## config.mk

```make
export PLATFORM = sky130hd
export DESIGN_NAME = parking_entry_frontend_flat
export DESIGN_NICKNAME = d
export VERILOG_FILES = /design/src/rtl/parking_entry_frontend_if.sv /design/src/rtl/parking_entry_frontend.sv /design/src/flat_wrapper.sv
export SDC_FILE = /design/constraint.sdc
export NUM_CORES = 1
export LEC_CHECK = 0
export CORE_UTILIZATION = 54
export CTS_CLUSTER_DIAMETER = 80
export DETAILED_ROUTE_END_ITERATION = 7
export PLACE_DENSITY_LB_ADDON = 0.12
export SETUP_SLACK_MARGIN = 0.15
export SLEW_MARGIN = 20
export SYNTH_ARGS = -nofsm -noshare
export SYNTH_HDL_FRONTEND = slang
export SYNTH_SLANG_ARGS = --single-unit
```

## constraint.sdc

```tcl
create_clock -name clk -period 2.8 [get_ports clk]
set_clock_uncertainty 0.2 [all_clocks]
set_input_delay 0.42 -clock clk [delete_from_list [all_inputs] [get_ports clk]]
set_output_delay 0.42 -clock clk [all_outputs]
set_load 0.01 [all_outputs]
```

## src/rtl/parking_entry_frontend_if.sv

```systemverilog
// ============================================================================
// Module      : parking_entry_frontend_if
// Description : Sensor, keypad and password signal bundle for the entry front end.
// Revision    : 1.0  initial release
// ============================================================================
`default_nettype none

interface parking_entry_frontend_if;
  logic       raw_entrance;
  logic       raw_exit;
  logic [1:0] key_value;
  logic       key_strobe;
  logic       key_clear;
  logic       sensor_entrance;
  logic       sensor_exit;
  logic       entry_pulse;
  logic       exit_pulse;
  logic [1:0] password_1;
  logic [1:0] password_2;
  logic       pass_valid;

  modport master (
    output raw_entrance, raw_exit, key_value, key_strobe, key_clear,
    input  sensor_entrance, sensor_exit, entry_pulse, exit_pulse,
           password_1, password_2, pass_valid
  );

  modport slave (
    input  raw_entrance, raw_exit, key_value, key_strobe, key_clear,
    output sensor_entrance, sensor_exit, entry_pulse, exit_pulse,
           password_1, password_2, pass_valid
  );
endinterface

`default_nettype wire

```

## src/rtl/parking_entry_frontend.sv

```systemverilog
// ============================================================================
// Module      : parking_entry_frontend
// Description : Loop-sensor debouncers plus two-digit keypad password assembler.
// Revision    : 1.0  initial release
// ============================================================================
`default_nettype none

module parking_entry_frontend #(
  parameter int unsigned DEBOUNCE_CYCLES = 4,
  parameter int unsigned ENTRY_TIMEOUT   = 64
) (
  input wire logic clk,
  input wire logic reset_n,
  parking_entry_frontend_if.slave bus
);

  localparam int unsigned CW = $clog2(DEBOUNCE_CYCLES + 1);
  localparam int unsigned IW = $clog2(ENTRY_TIMEOUT + 1);

  localparam logic [1:0] S_EMPTY = 2'd0;
  localparam logic [1:0] S_ONE   = 2'd1;
  localparam logic [1:0] S_FULL  = 2'd2;

  logic [1:0] raw;
  logic [1:0] level;
  logic [1:0] pulse;

  assign raw = {bus.raw_exit, bus.raw_entrance};

  // Channel 0 is the entrance loop, channel 1 the exit loop.
  for (genvar g = 0; g < 2; g++) begin : g_sensor
    logic [1:0]    sync_q;
    logic [CW-1:0] cnt_q;
    logic          level_q;
    logic          pulse_q;
    logic          differ;
    logic          settle;

    always_comb begin
      differ = (sync_q[1] != level_q);
      settle = differ && (cnt_q == CW'(DEBOUNCE_CYCLES - 1));
    end

    always_ff @(posedge clk or negedge reset_n) begin
      if (!reset_n) begin
        sync_q  <= 2'b00;
        cnt_q   <= '0;
        level_q <= 1'b0;
        pulse_q <= 1'b0;
      end else begin
        sync_q  <= {sync_q[0], raw[g]};
        if (!differ || settle) begin
          cnt_q <= '0;
        end else begin
          cnt_q <= cnt_q + CW'(1);
        end
        level_q <= level_q ^ settle;
        pulse_q <= settle & ~level_q;
      end
    end

    assign level[g] = level_q;
    assign pulse[g] = pulse_q;
  end

  logic [1:0]    state_q, state_d;
  logic [1:0]    d1_q, d1_d;
  logic [1:0]    d2_q, d2_d;
  logic [IW-1:0] idle_q, idle_d;
  logic [IW-1:0] idle_inc;
  logic          pass_valid;
  logic [1:0]    pw1;
  logic [1:0]    pw2;

  always_ff @(posedge clk or negedge reset_n) begin
    if (!reset_n) begin
      state_q <= S_EMPTY;
      d1_q    <= 2'b00;
      d2_q    <= 2'b00;
      idle_q  <= '0;
    end else begin
      state_q <= state_d;
      d1_q    <= d1_d;
      d2_q    <= d2_d;
      idle_q  <= idle_d;
    end
  end

  // Idle counter saturates at the timeout value rather than wrapping.
  assign idle_inc = (idle_q == IW'(ENTRY_TIMEOUT)) ? idle_q : idle_q + IW'(1);

  always_comb begin
    state_d = state_q;
    d1_d    = d1_q;
    d2_d    = d2_q;
    idle_d  = idle_q;
    if (bus.key_clear) begin
      state_d = S_EMPTY;
      d1_d    = 2'b00;
      d2_d    = 2'b00;
      idle_d  = '0;
    end else begin
      case (state_q)
        S_EMPTY: begin
          if (bus.key_strobe) begin
            d1_d    = bus.key_value;
            idle_d  = '0;
            state_d = S_ONE;
          end
        end
        S_ONE: begin
          if (bus.key_strobe) begin
            d2_d    = bus.key_value;
            state_d = S_FULL;
          end else if (idle_inc == IW'(ENTRY_TIMEOUT)) begin
            idle_d  = '0;
            state_d = S_EMPTY;
          end else begin
            idle_d  = idle_inc;
          end
        end
        S_FULL: begin
          if (pulse[1]) begin
            state_d = S_EMPTY;
          end else if (bus.key_strobe) begin
            d1_d    = bus.key_value;
            d2_d    = 2'b00;
            idle_d  = '0;
            state_d = S_ONE;
          end
        end
        default: state_d = S_EMPTY;
      endcase
    end
  end

  always_comb begin
    pass_valid = (state_q == S_FULL);
    pw1        = pass_valid ? d1_q : 2'b00;
    pw2        = pass_valid ? d2_q : 2'b00;
  end

  assign bus.sensor_entrance = level[0];
  assign bus.sensor_exit     = level[1];
  assign bus.entry_pulse     = pulse[0];
  assign bus.exit_pulse      = pulse[1];
  assign bus.pass_valid      = pass_valid;
  assign bus.password_1      = pw1;
  assign bus.password_2      = pw2;

endmodule

`default_nettype wire

```

## src/flat_wrapper.sv

```systemverilog
// flat-port wrapper written by rule: the top's interface ports become plain ports
module parking_entry_frontend_flat 
#(
  parameter int unsigned DEBOUNCE_CYCLES = 4,
  parameter int unsigned ENTRY_TIMEOUT   = 64
)
  (clk, reset_n, bus_raw_entrance, bus_raw_exit, bus_key_value, bus_key_strobe, bus_key_clear, bus_sensor_entrance, bus_sensor_exit, bus_entry_pulse, bus_exit_pulse, bus_password_1, bus_password_2, bus_pass_valid);
  parking_entry_frontend_if bus_i ();
  input wire logic clk;
  input wire logic reset_n;
  input wire logic [$bits(bus_i.raw_entrance)-1:0] bus_raw_entrance;
  input wire logic [$bits(bus_i.raw_exit)-1:0] bus_raw_exit;
  input wire logic [$bits(bus_i.key_value)-1:0] bus_key_value;
  input wire logic [$bits(bus_i.key_strobe)-1:0] bus_key_strobe;
  input wire logic [$bits(bus_i.key_clear)-1:0] bus_key_clear;
  output wire logic [$bits(bus_i.sensor_entrance)-1:0] bus_sensor_entrance;
  output wire logic [$bits(bus_i.sensor_exit)-1:0] bus_sensor_exit;
  output wire logic [$bits(bus_i.entry_pulse)-1:0] bus_entry_pulse;
  output wire logic [$bits(bus_i.exit_pulse)-1:0] bus_exit_pulse;
  output wire logic [$bits(bus_i.password_1)-1:0] bus_password_1;
  output wire logic [$bits(bus_i.password_2)-1:0] bus_password_2;
  output wire logic [$bits(bus_i.pass_valid)-1:0] bus_pass_valid;
  assign bus_i.raw_entrance = bus_raw_entrance;
  assign bus_i.raw_exit = bus_raw_exit;
  assign bus_i.key_value = bus_key_value;
  assign bus_i.key_strobe = bus_key_strobe;
  assign bus_i.key_clear = bus_key_clear;
  assign bus_sensor_entrance = bus_i.sensor_entrance;
  assign bus_sensor_exit = bus_i.sensor_exit;
  assign bus_entry_pulse = bus_i.entry_pulse;
  assign bus_exit_pulse = bus_i.exit_pulse;
  assign bus_password_1 = bus_i.password_1;
  assign bus_password_2 = bus_i.password_2;
  assign bus_pass_valid = bus_i.pass_valid;
  parking_entry_frontend #(.DEBOUNCE_CYCLES(DEBOUNCE_CYCLES), .ENTRY_TIMEOUT(ENTRY_TIMEOUT)) u_core (.clk(clk), .reset_n(reset_n), .bus(bus_i));
endmodule
```

==> impl_metrics.csv, run 1 <==
group,metric,value,unit
synth,ys_seq_area_share,48.2,%
floorplanning,start_util,57.1,%
timing,layout_min_cycle_time,2510,ps
synth,async_flop_share,100,%
layout,area_delta_synth_final,15.2,%
synth,ys_dominant_reg_cell,"dfrtp_1",
floorplanning,die_h,53.0,µm
synth,syn_nets,154,
detailed_routing,wl_per_cell,14.0,µm
clock_tree,cts_setup_buffers,0,
synth,synth_area,0.00140,mm²
floorplanning,die_area,0.00281,mm²
run,cap_violations,0,
timing,timing.hold.ws,168,ps
worst_setup_path,reg2reg_setup_slack,530,ps
worst_setup_path,worstReg2RegEnd,"u_core.idle_q[2]",
timing,setup_viol,0,
global_routing,grt_pass1_vias,997,
placement,place_congestion,0.851,
worst_setup_path,r2r_cells,7,
timing,slew_headroom,61.0,%
synth,ys_warn_count,0,
timing,grt_setup_unrepaired,"false",
floorplanning,die_x,53.0,µm
detailed_routing,avgViaCountPerCell,5.66,
worst_setup_path,crit_start,"u_core.state_q[0]",
power_and_ir_drop,ir_drop,512,µV
global_routing,grt_antenna_before_repair,0,
floorplanning,ios,17,
worst_setup_path,arrival,1890,ps
status,status,"finished clean",
global_routing,grt_max_degree,28,
clock_tree,clkLatencyLatePin,320,ps
worst_setup_path,crit_path_end,"bus_password_2[0]",
synth,synth_edf_count,0,
synth,synth_area_leaders,"dfrtp_1, ha_1, inv_1",
detailed_routing,drt_iter0_drc,24,
timing,fmax,0.399,GHz
timing,worst_slack,293,ps
detailed_routing,drtPass1Iterations,4,
clock_tree,cts_inserted_buffers,3,
hold_path,min_path_type,"reg2reg",
timing,finalHoldViolCount,0,
clock_tree,hold_buffers,0,
timing,tightest_slew,585,ps
synth,syn_inst,136,
worst_setup_path,end_kind,"output port",
clock_tree,cts_buffer_depth,2,
worst_setup_path,cp_data_required_time,2180,ps
timing,setup_tns,0,ps
synth,yosysUniqueCellTypes,37,
power_and_ir_drop,powerDensity,577,mW/mm²
worst_setup_path,worst-setup-path-type,"reg2out",
worst_setup_path,timing.rr.start,"u_core.state_q[0]",
layout,final_nets,171,
clock_tree,h-tree-depth,1,
detailed_routing,vias,1031,
detailed_routing,drcViolationCount,0,
clock_tree,cts_sinks,27,
clock_tree,cts_tree,"yes",
layout,drive_above_1_share,7.24,%
placement,place_ws,430,ps
power_and_ir_drop,p_leak,0.732,nW
detailed_routing,antenna_left,0,
layout,antenna_cells,0,
worst_setup_path,worst_setup_path_start_kind,"register",
timing,min_period_over_period,89.5,%
synth,ys_ff_latch,27,
placement,hpwl,1930,µm
clock_tree,clk_transition_reported_paths,150,ps
timing,slew_viol_final,0,
synth,synth_top_area_share,48.2,%
placement,port_buffers,16,
floorplanning,core,0.00245,mm²
clock_tree,cts-root-buf,"clkbuf_4",
synth,yosysTopAreaCell,"dfrtp_1",
floorplanning,rows,18,
global_routing,grt_pass1_wl,4250,µm
global_routing,grt_usage,21.7,%
worst_setup_path,path_max_fanout,11,
detailed_routing,routed_wl,2550,µm
global_routing,overflow,0,
synth,synth.avg_cell_area,10.3,µm²
-- logic make-up after synthesis --
kind of cell | count (synthesis) | synth area share [%]
xor gates and xnor gates | 8 | 5.00
and+or+nand+nor | 44 | 17.4
muxes | 1 | 0.714
buffers and inverters | 17 | 5.08
AOI/OAI and AO/OA | 29 | 14.7
DFF | 27 | 48.2
adders and majority gates | 10 | 8.92
-- registers in the layout, indices dropped and copies added (netlist names), named ones only --
register,count
u_core.idle_q,7
u_core.g_sensor.cnt_q,6
u_core.g_sensor.sync_q,4
u_core.d1_q,2
u_core.d2_q,2
u_core.state_q,2
u_core.bus.entry_pulse,1
u_core.bus.exit_pulse,1
-- final cells by class --
class | count | area, µm²
fillers | 207 | 840
flip-flops and latches | 27 | 676
multi-input cells | 92 | 658
repair buffers | 17 | 168
inverters | 12 | 45.0
well taps | 30 | 37.5
clock buffers | 3 | 22.5
clock inverters | 1 | 8.76
-- through the flow --
stage / instances / utilization (%) / power (mW) / area [µm²]
finish: 182 / 65.8 / 0.932 / 1620
global route: 182 / 65.8 / 0.999 / 1620
CTS: 182 / 65.7 / 0.947 / 1610
detailed placement: 178 / 64.4 / 0.767 / 1580
global placement: 178 / 64.4 / 0.751 / 1580
floorplan: 136 / - / 0.669 / 1400
-- power by group --
part	switching (mW)	internal [mW]	total (mW)
Combinational	0.137	0.124	0.261
Clock	0.117	0.0582	0.176
Sequential	0.0442	0.451	0.495
-- timing repair --
item / 4_1_cts / 5_1_grt
hold endpoints to repair: 0 / 0
resized for setup: 0 / 1
endpoints found under the setup margin: 0 / 4
-- placed cells by master, fill, tap and decap left out, types with 2 or more instances in the layout --
| master | count |
|---|---|
| clkdlybuf4s50_1 | 16 |
| o21bai_1 | 2 |
| dfrtp_1 | 27 |
| inv_1 | 12 |
| clkbuf_4 | 3 |
| nand4b_1 | 3 |
| a22o_1 | 3 |
| nand2_1 | 10 |
| a21oi_1 | 5 |
| o211ai_1 | 2 |
| and3_2 | 2 |
| xor2_1 | 5 |
| nand3_1 | 2 |
| or3_1 | 2 |
| a31oi_1 | 3 |
| nand2b_1 | 4 |
| o21ai_0 | 5 |
| nor2_1 | 10 |
| and2_1 | 4 |
| nor3_1 | 2 |
| xnor2_1 | 3 |
| ha_1 | 9 |
-- worst min-delay path by stage --
| stage | from | end | slack (ps) | cells after the start |
|---|---|---|---|---|
| CTS | u_core.g_sensor[0].sync_q[0] | u_core.g_sensor[0].sync_q[1] | 170 | 0 |
| global route | u_core.g_sensor[0].sync_q[0] | u_core.g_sensor[0].sync_q[1] | 170 | 0 |
| floorplan | reset_n | async pin | -80 | 0 |
| detailed placement | u_core.g_sensor[0].sync_q[0] | u_core.g_sensor[0].sync_q[1] | 140 | 0 |
| global placement | u_core.g_sensor[1].sync_q[0] | u_core.g_sensor[1].sync_q[1] | 130 | 0 |
| finish | u_core.g_sensor[0].sync_q[0] | u_core.g_sensor[0].sync_q[1] | 170 | 0 |
-- layer usage --
layer  global-route usage, %  wire [µm]  share of wire (%)
met1                    26.2       1080                 42
met2                    38.0       1350                 53
met3                    2.59        109                4.3
met4                    10.1         15               0.59
met5                       0          0                  0
-- critical path, stage by stage (launching register included) --
cell and delay [ps]:
dfrtp_1 450, inv_1 130, ha_2 290, and2_1 160
clkdlybuf4s50_1 530
-- Yosys cell counts, drive strengths merged, types with 4 or more instances --
master,n
o21ai,5
and2,4
xor2,5
nand2b,4
clkbuf,4
inv,12
a21oi,5
ha,10
dfrtp,27
nor2,10
nand2,10
Note: power is estimated with default switching activity, not from simulation.
==> run 2: changes to the inputs <==
CORE_UTILIZATION = 40   (was 54)
==> run 2 against run 1 <==
Against the previous run: clock power shrank 5%; worst hold slack gained 7.0 ps; fmax grew 1.2%; largest cell class unchanged; largest power group unchanged.
==> impl_metrics.csv, run 2 (same netlist as run 1, synthesis figures left out) <==
group,metric,value,unit
detailed_routing,antenna_left,0,
layout,drive_above_1_share,7.24,%
timing,fmax,0.404,GHz
detailed_routing,routed_wl,2280,µm
detailed_routing,avgViaCountPerCell,4.91,
worst_setup_path,cpPeakStageDelay,530,ps
global_routing,overflow,0,
worst_setup_path,cp_slowest_cell,"clkdlybuf4s50_1",
layout,final_cell_count_no_fill,198,
clock_tree,cts_sinks,27,
clock_tree,clkLatencyLatePin,320,ps
detailed_routing,drtPass1Iterations,4,
floorplanning,rows,21,
placement,port_buffers,16,
clock_tree,cts_inserted_buffers,3,
layout,largest_reg_flops,7,
detailed_routing,routed-wl-met3,82,µm
layout,final_area,0.00163,mm²
run,cap_violations,0,
power_and_ir_drop,p_leak,0.727,nW
worst_setup_path,worst_setup_path_start_kind,"register",
timing,grt_setup_unrepaired,"false",
timing,worst_slack,323,ps
detailed_routing,drt_iter0_drc,45,
power_and_ir_drop,powerDensity,564,mW/mm²
clock_tree,cts_tree,"yes",
clock_tree,h-tree-depth,1,
detailed_routing,drcViolationCount,0,
worst_setup_path,cp_data_required_time,2180,ps
global_routing,grt_antenna_before_repair,0,
floorplanning,core,0.00334,mm²
layout,final_cell_mix,"dfrtp_1, clkdlybuf4s50_1, inv_1, nor2_1, nand2_1",
placement,place_congestion,0.765,
worst_setup_path,end_kind,"output port",
floorplanning,ios,17,
status,status,"finished clean",
floorplanning,start_util,42.0,%
power_and_ir_drop,total_power,921,µW
placement,placed_cells,194,
timing,tightest_slew,558,ps
clock_tree,hold_buffers,0,
floorplanning,die_x,61.2,µm
layout,reg_top3,"u_core.idle_q: 7 flops, u_core.g_sensor.cnt_q: 6 flops, u_core.g_sensor.sync_q: 4 flops",
timing,timing.hold.ws,175,ps
placement,dpl-instance-area,0.00160,mm²
detailed_routing,wl_per_cell,11.5,µm
worst_setup_path,worst-setup-path-type,"reg2out",
timing,setup_tns,0,ps
clock_tree,cts_buffer_depth,2,
detailed_routing,vias,972,
placement,hpwl,1740,µm
clock_tree,cts_setup_buffers,0,
layout,antenna_cells,0,
timing,slew_headroom,62.8,%
hold_path,min_path_type,"reg2reg",
layout,postLayoutCoreUtil,49.0,%
timing,setup_viol,0,
layout,area_delta_synth_final,16.5,%
worst_setup_path,path_cells,"inv_1, ha_2, and2_1, clkdlybuf4s50_1",
timing,finalHoldViolCount,0,
floorplanning,die_area,0.00375,mm²
worst_setup_path,critPathBufInv,2,
global_routing,grt_usage,13.5,%
clock_tree,cts-root-buf,"clkbuf_4",
timing,slew_viol_final,0,
global_routing,grt_pass1_vias,877,
power_and_ir_drop,ir_drop,412,µV
worst_setup_path,crit_family,"buffers and inverters",
clock_tree,clk_transition_reported_paths,150,ps
timing,min_period_over_period,88.5,%
detailed_routing,top_layer,"met4",
floorplanning,die_h,61.2,µm
clock_tree,cts_resized,0,
layout,final_nets,171,
detailed_routing,wl_met2,1040,µm
layout,regMostFlops,"u_core.idle_q",
layout,layout_commonest_cell,"dfrtp_1",
placement,place_ws,493,ps
worst_setup_path,path_max_fanout,11,
detailed_routing,wl_met1,1150,µm
global_routing,grt_pass1_wl,3760,µm
global_routing,grt_max_degree,28,
worst_setup_path,arrival,1860,ps
timing,layout_min_cycle_time,2480,ps
==> run 2: changes by cell type in the layout (fill, tap and decap cells not counted) <==
cell        delta
clkinvlp_4     +1
inv_6          -1
==> run 2: path summary, 6_finish.rpt <==
kind	start	endpoint	slack, ps	cells after the start
max in group asynchronous	reset_n	u_core.idle_q[4]	1890	2
worst max-delay path	u_core.state_q[0]	bus_password_2[1]	320	4
worst min register to register	u_core.g_sensor[0].sync_q[0]	u_core.g_sensor[0].sync_q[1]	170	0
worst min-delay path	u_core.g_sensor[0].sync_q[0]	u_core.g_sensor[0].sync_q[1]	170	0
min in group asynchronous	reset_n	u_core.d1_q[1]	250	2
worst max register to register	u_core.state_q[0]	u_core.idle_q[2]	550	7
==> run 2: worst register-to-register path, cell delays in order (launching register included) <==
cell	delay, ps
dfrtp_1	430
inv_1	100
ha_1	280
a2bb2oi_1	210
and4b_1	340
o21ai_0	250
nor3b_1	260
a21o_2	110
==> run 2: layout make-up <==
| class | count | area (µm²) |
|---|---|---|
| clock buffer | 3 | 22.5 |
| sequential | 27 | 676 |
| clock inverter | 1 | 7.51 |
| fill | 322 | 1700 |
| inverter | 12 | 45.0 |
| timing repair buffer | 17 | 168 |
| tap | 46 | 57.6 |
| multi-input combinational | 92 | 658 |
==> run 2: power by group <==
| group | leakage, nW | internal, mW | switching, mW |
|---|---|---|---|
| clock | 0.0139 | 0.0545 | 0.113 |
| sequential | 0.356 | 0.451 | 0.0437 |
| combinational | 0.358 | 0.125 | 0.134 |
==> run 2: layer usage <==
layer,global-route usage (%),vias to the layer above
li1,-,504
met1,18.7,455
met2,21.4,11
met3,2.73,2
met4,3.90,0
met5,0,-
==> run 3: changes to the inputs <==
CELL_PAD_IN_SITES_DETAIL_PLACEMENT = 1   (was not set)
CELL_PAD_IN_SITES_GLOBAL_PLACEMENT = 2   (was not set)
CORE_UTILIZATION = 35   (was 40)
SLEW_MARGIN = 40   (was 20)
==> run 3 against run 2 <==
Against the previous run: combinational power grew 3%; sequential share of layout area shrank 0.56 points; clock power is 41% higher; largest cell class unchanged; non-clock buffer count unchanged; final area grew 1.4%; worst hold slack lost 16 ps; sequential power is essentially flat; count of clock-buffer cells in the layout unchanged; sequential cell count unchanged; register-to-register slack lost 30 ps.
==> impl_metrics.csv, run 3 (same netlist as run 1, synthesis figures left out) <==
group,metric,value,unit
timing,tightest_slew,551,ps
clock_tree,cts_tree,"yes",
floorplanning,rows,22,
clock_tree,hold_buffers,0,
worst_setup_path,worst_setup_path_start_kind,"register",
worst_setup_path,end_kind,"output port",
floorplanning,ios,17,
layout,area_delta_synth_final,18.1,%
clock_tree,cts_inserted_buffers,3,
worst_setup_path,r2r_cells,7,
worst_setup_path,path_max_fanout,11,
layout,drive_above_1_share,7.24,%
global_routing,grt_pass1_vias,1040,
placement,placed_cells,196,
hold_path,min_path_type,"reg2reg",
timing,layout_min_cycle_time,2440,ps
detailed_routing,wl_per_cell,13.9,µm
placement,place_congestion,0.757,
floorplanning,die_h,65.3,µm
floorplanning,die_area,0.00426,mm²
clock_tree,cts_setup_buffers,0,
detailed_routing,drcViolationCount,0,
clock_tree,cts_resized,0,
detailed_routing,avgViaCountPerCell,5.00,
timing,fmax,0.410,GHz
global_routing,grt_antenna_before_repair,0,
detailed_routing,antenna_left,0,
layout,layout_commonest_cell,"dfrtp_1",
floorplanning,core,0.00374,mm²
floorplanning,start_util,37.5,%
layout,final_cell_mix,"dfrtp_1, clkdlybuf4s50_1, inv_1, nor2_1, nand2_1",
power_and_ir_drop,ir_drop,292,µV
placement,hpwl,2150,µm
layout,postLayoutCoreUtil,44.3,%
worst_setup_path,worstReg2RegEnd,"u_core.idle_q[5]",
timing,setup_viol,0,
detailed_routing,routed_wl,2780,µm
timing,slew_viol_final,0,
timing,setup_tns,0,ps
global_routing,grt_usage,15.4,%
floorplanning,die_x,65.3,µm
run,cap_violations,0,
power_and_ir_drop,p_leak,0.740,nW
global_routing,overflow,0,
global_routing,grt_max_degree,28,
worst_setup_path,cp_data_required_time,2180,ps
placement,port_buffers,16,
detailed_routing,vias,1000,
clock_tree,cts-root-buf,"clkbuf_8",
layout,regMostFlops,"u_core.idle_q",
clock_tree,cts_sinks,27,
power_and_ir_drop,powerDensity,603,mW/mm²
clock_tree,h-tree-depth,1,
worst_setup_path,worst-setup-path-type,"reg2out",
clock_tree,cts_buffer_depth,2,
status,status,"finished clean",
layout,antenna_cells,0,
worst_setup_path,timing.rr.start,"u_core.state_q[0]",
layout,largest_reg_flops,7,
detailed_routing,drt_iter0_drc,47,
worst_setup_path,arrival,1820,ps
layout,final_nets,171,
timing,finalHoldViolCount,0,
timing,slew_headroom,62.9,%
layout,final_cell_count_no_fill,200,
clock_tree,clk_transition_reported_paths,90,ps
global_routing,grt_pass1_wl,4890,µm
clock_tree,clkLatencyLatePin,280,ps
hold_path,holdPathStages,0,
timing,timing.hold.ws,159,ps
worst_setup_path,reg2reg_setup_slack,520,ps
timing,min_period_over_period,87.1,%
timing,grt_setup_unrepaired,"false",
layout,reg_top3,"u_core.idle_q: 7 flops, u_core.g_sensor.cnt_q: 6 flops, u_core.g_sensor.sync_q: 4 flops",
detailed_routing,drtPass1Iterations,4,
hold_path,min_from,"u_core.g_sensor[0].sync_q[0]",
hold_path,worst_hold_path.endpoint,"u_core.g_sensor[0].sync_q[1]",
[run 3: changes by cell type in the layout (fill, tap and decap cells not counted), sizes merged]
cell | before | now
clkinvlp | 1 | 0
inv | 12 | 13
[run 3: per-stage QoR]
step	instance area (µm²)	setup slack [ps]	total power, mW
floorplan	1400	618	0.669
global placement	1600	523	0.758
detailed placement	1600	454	0.780
CTS	1650	227	1.02
global route	1660	251	1.08
finish	1660	360	0.999
[run 3: worst max path at each step]
stage                 startpoint                end  slack (ps)  cells past startpoint
2_1_floorplan  u_core.state_q[0]   u_core.idle_q[2]         620                      9
3_3_place_gp      bus_key_strobe   u_core.idle_q[2]         520                      6
3_5_place_dp      bus_key_strobe   u_core.idle_q[2]         450                      6
4_1_cts        u_core.state_q[0]  bus_password_2[1]         230                      4
5_1_grt        u_core.state_q[0]  bus_password_2[1]         250                      4
6_report       u_core.state_q[0]  bus_password_2[1]         360                      4
[run 3: report_power, final]
part | total, mW | internal (mW) | switching (mW)
registers | 0.496 | 0.451 | 0.0445
logic | 0.268 | 0.126 | 0.142
clock network | 0.235 | 0.105 | 0.131
total | 0.999 | 0.682 | 0.317
[run 3: layout make-up]
| class | count | area, µm² |
|---|---|---|
| fill | 442 | 2090 |
| sequential | 27 | 676 |
| multi-input combinational | 92 | 658 |
| timing repair buffer | 17 | 168 |
| tap | 48 | 60.1 |
| inverter | 12 | 45.0 |
| clock buffer | 3 | 41.3 |
| clock inverter | 1 | 8.76 |
[run 3: metal layers]
layer | GRT usage [%] | wire length [µm] | vias to the layer above
met5 | 0 | 0 | -
met4 | 6.52 | 49 | 0
met3 | 4.34 | 90 | 4
met2 | 26.2 | 1340 | 12
met1 | 18.1 | 1290 | 484
li1 | - | - | 500
[run 3: critical path, stage by stage, from the launching register on]
cell and delay (ps):
dfrtp_1 430, inv_1 130, ha_2 290, and2_1 150, clkdlybuf4s50_1 540
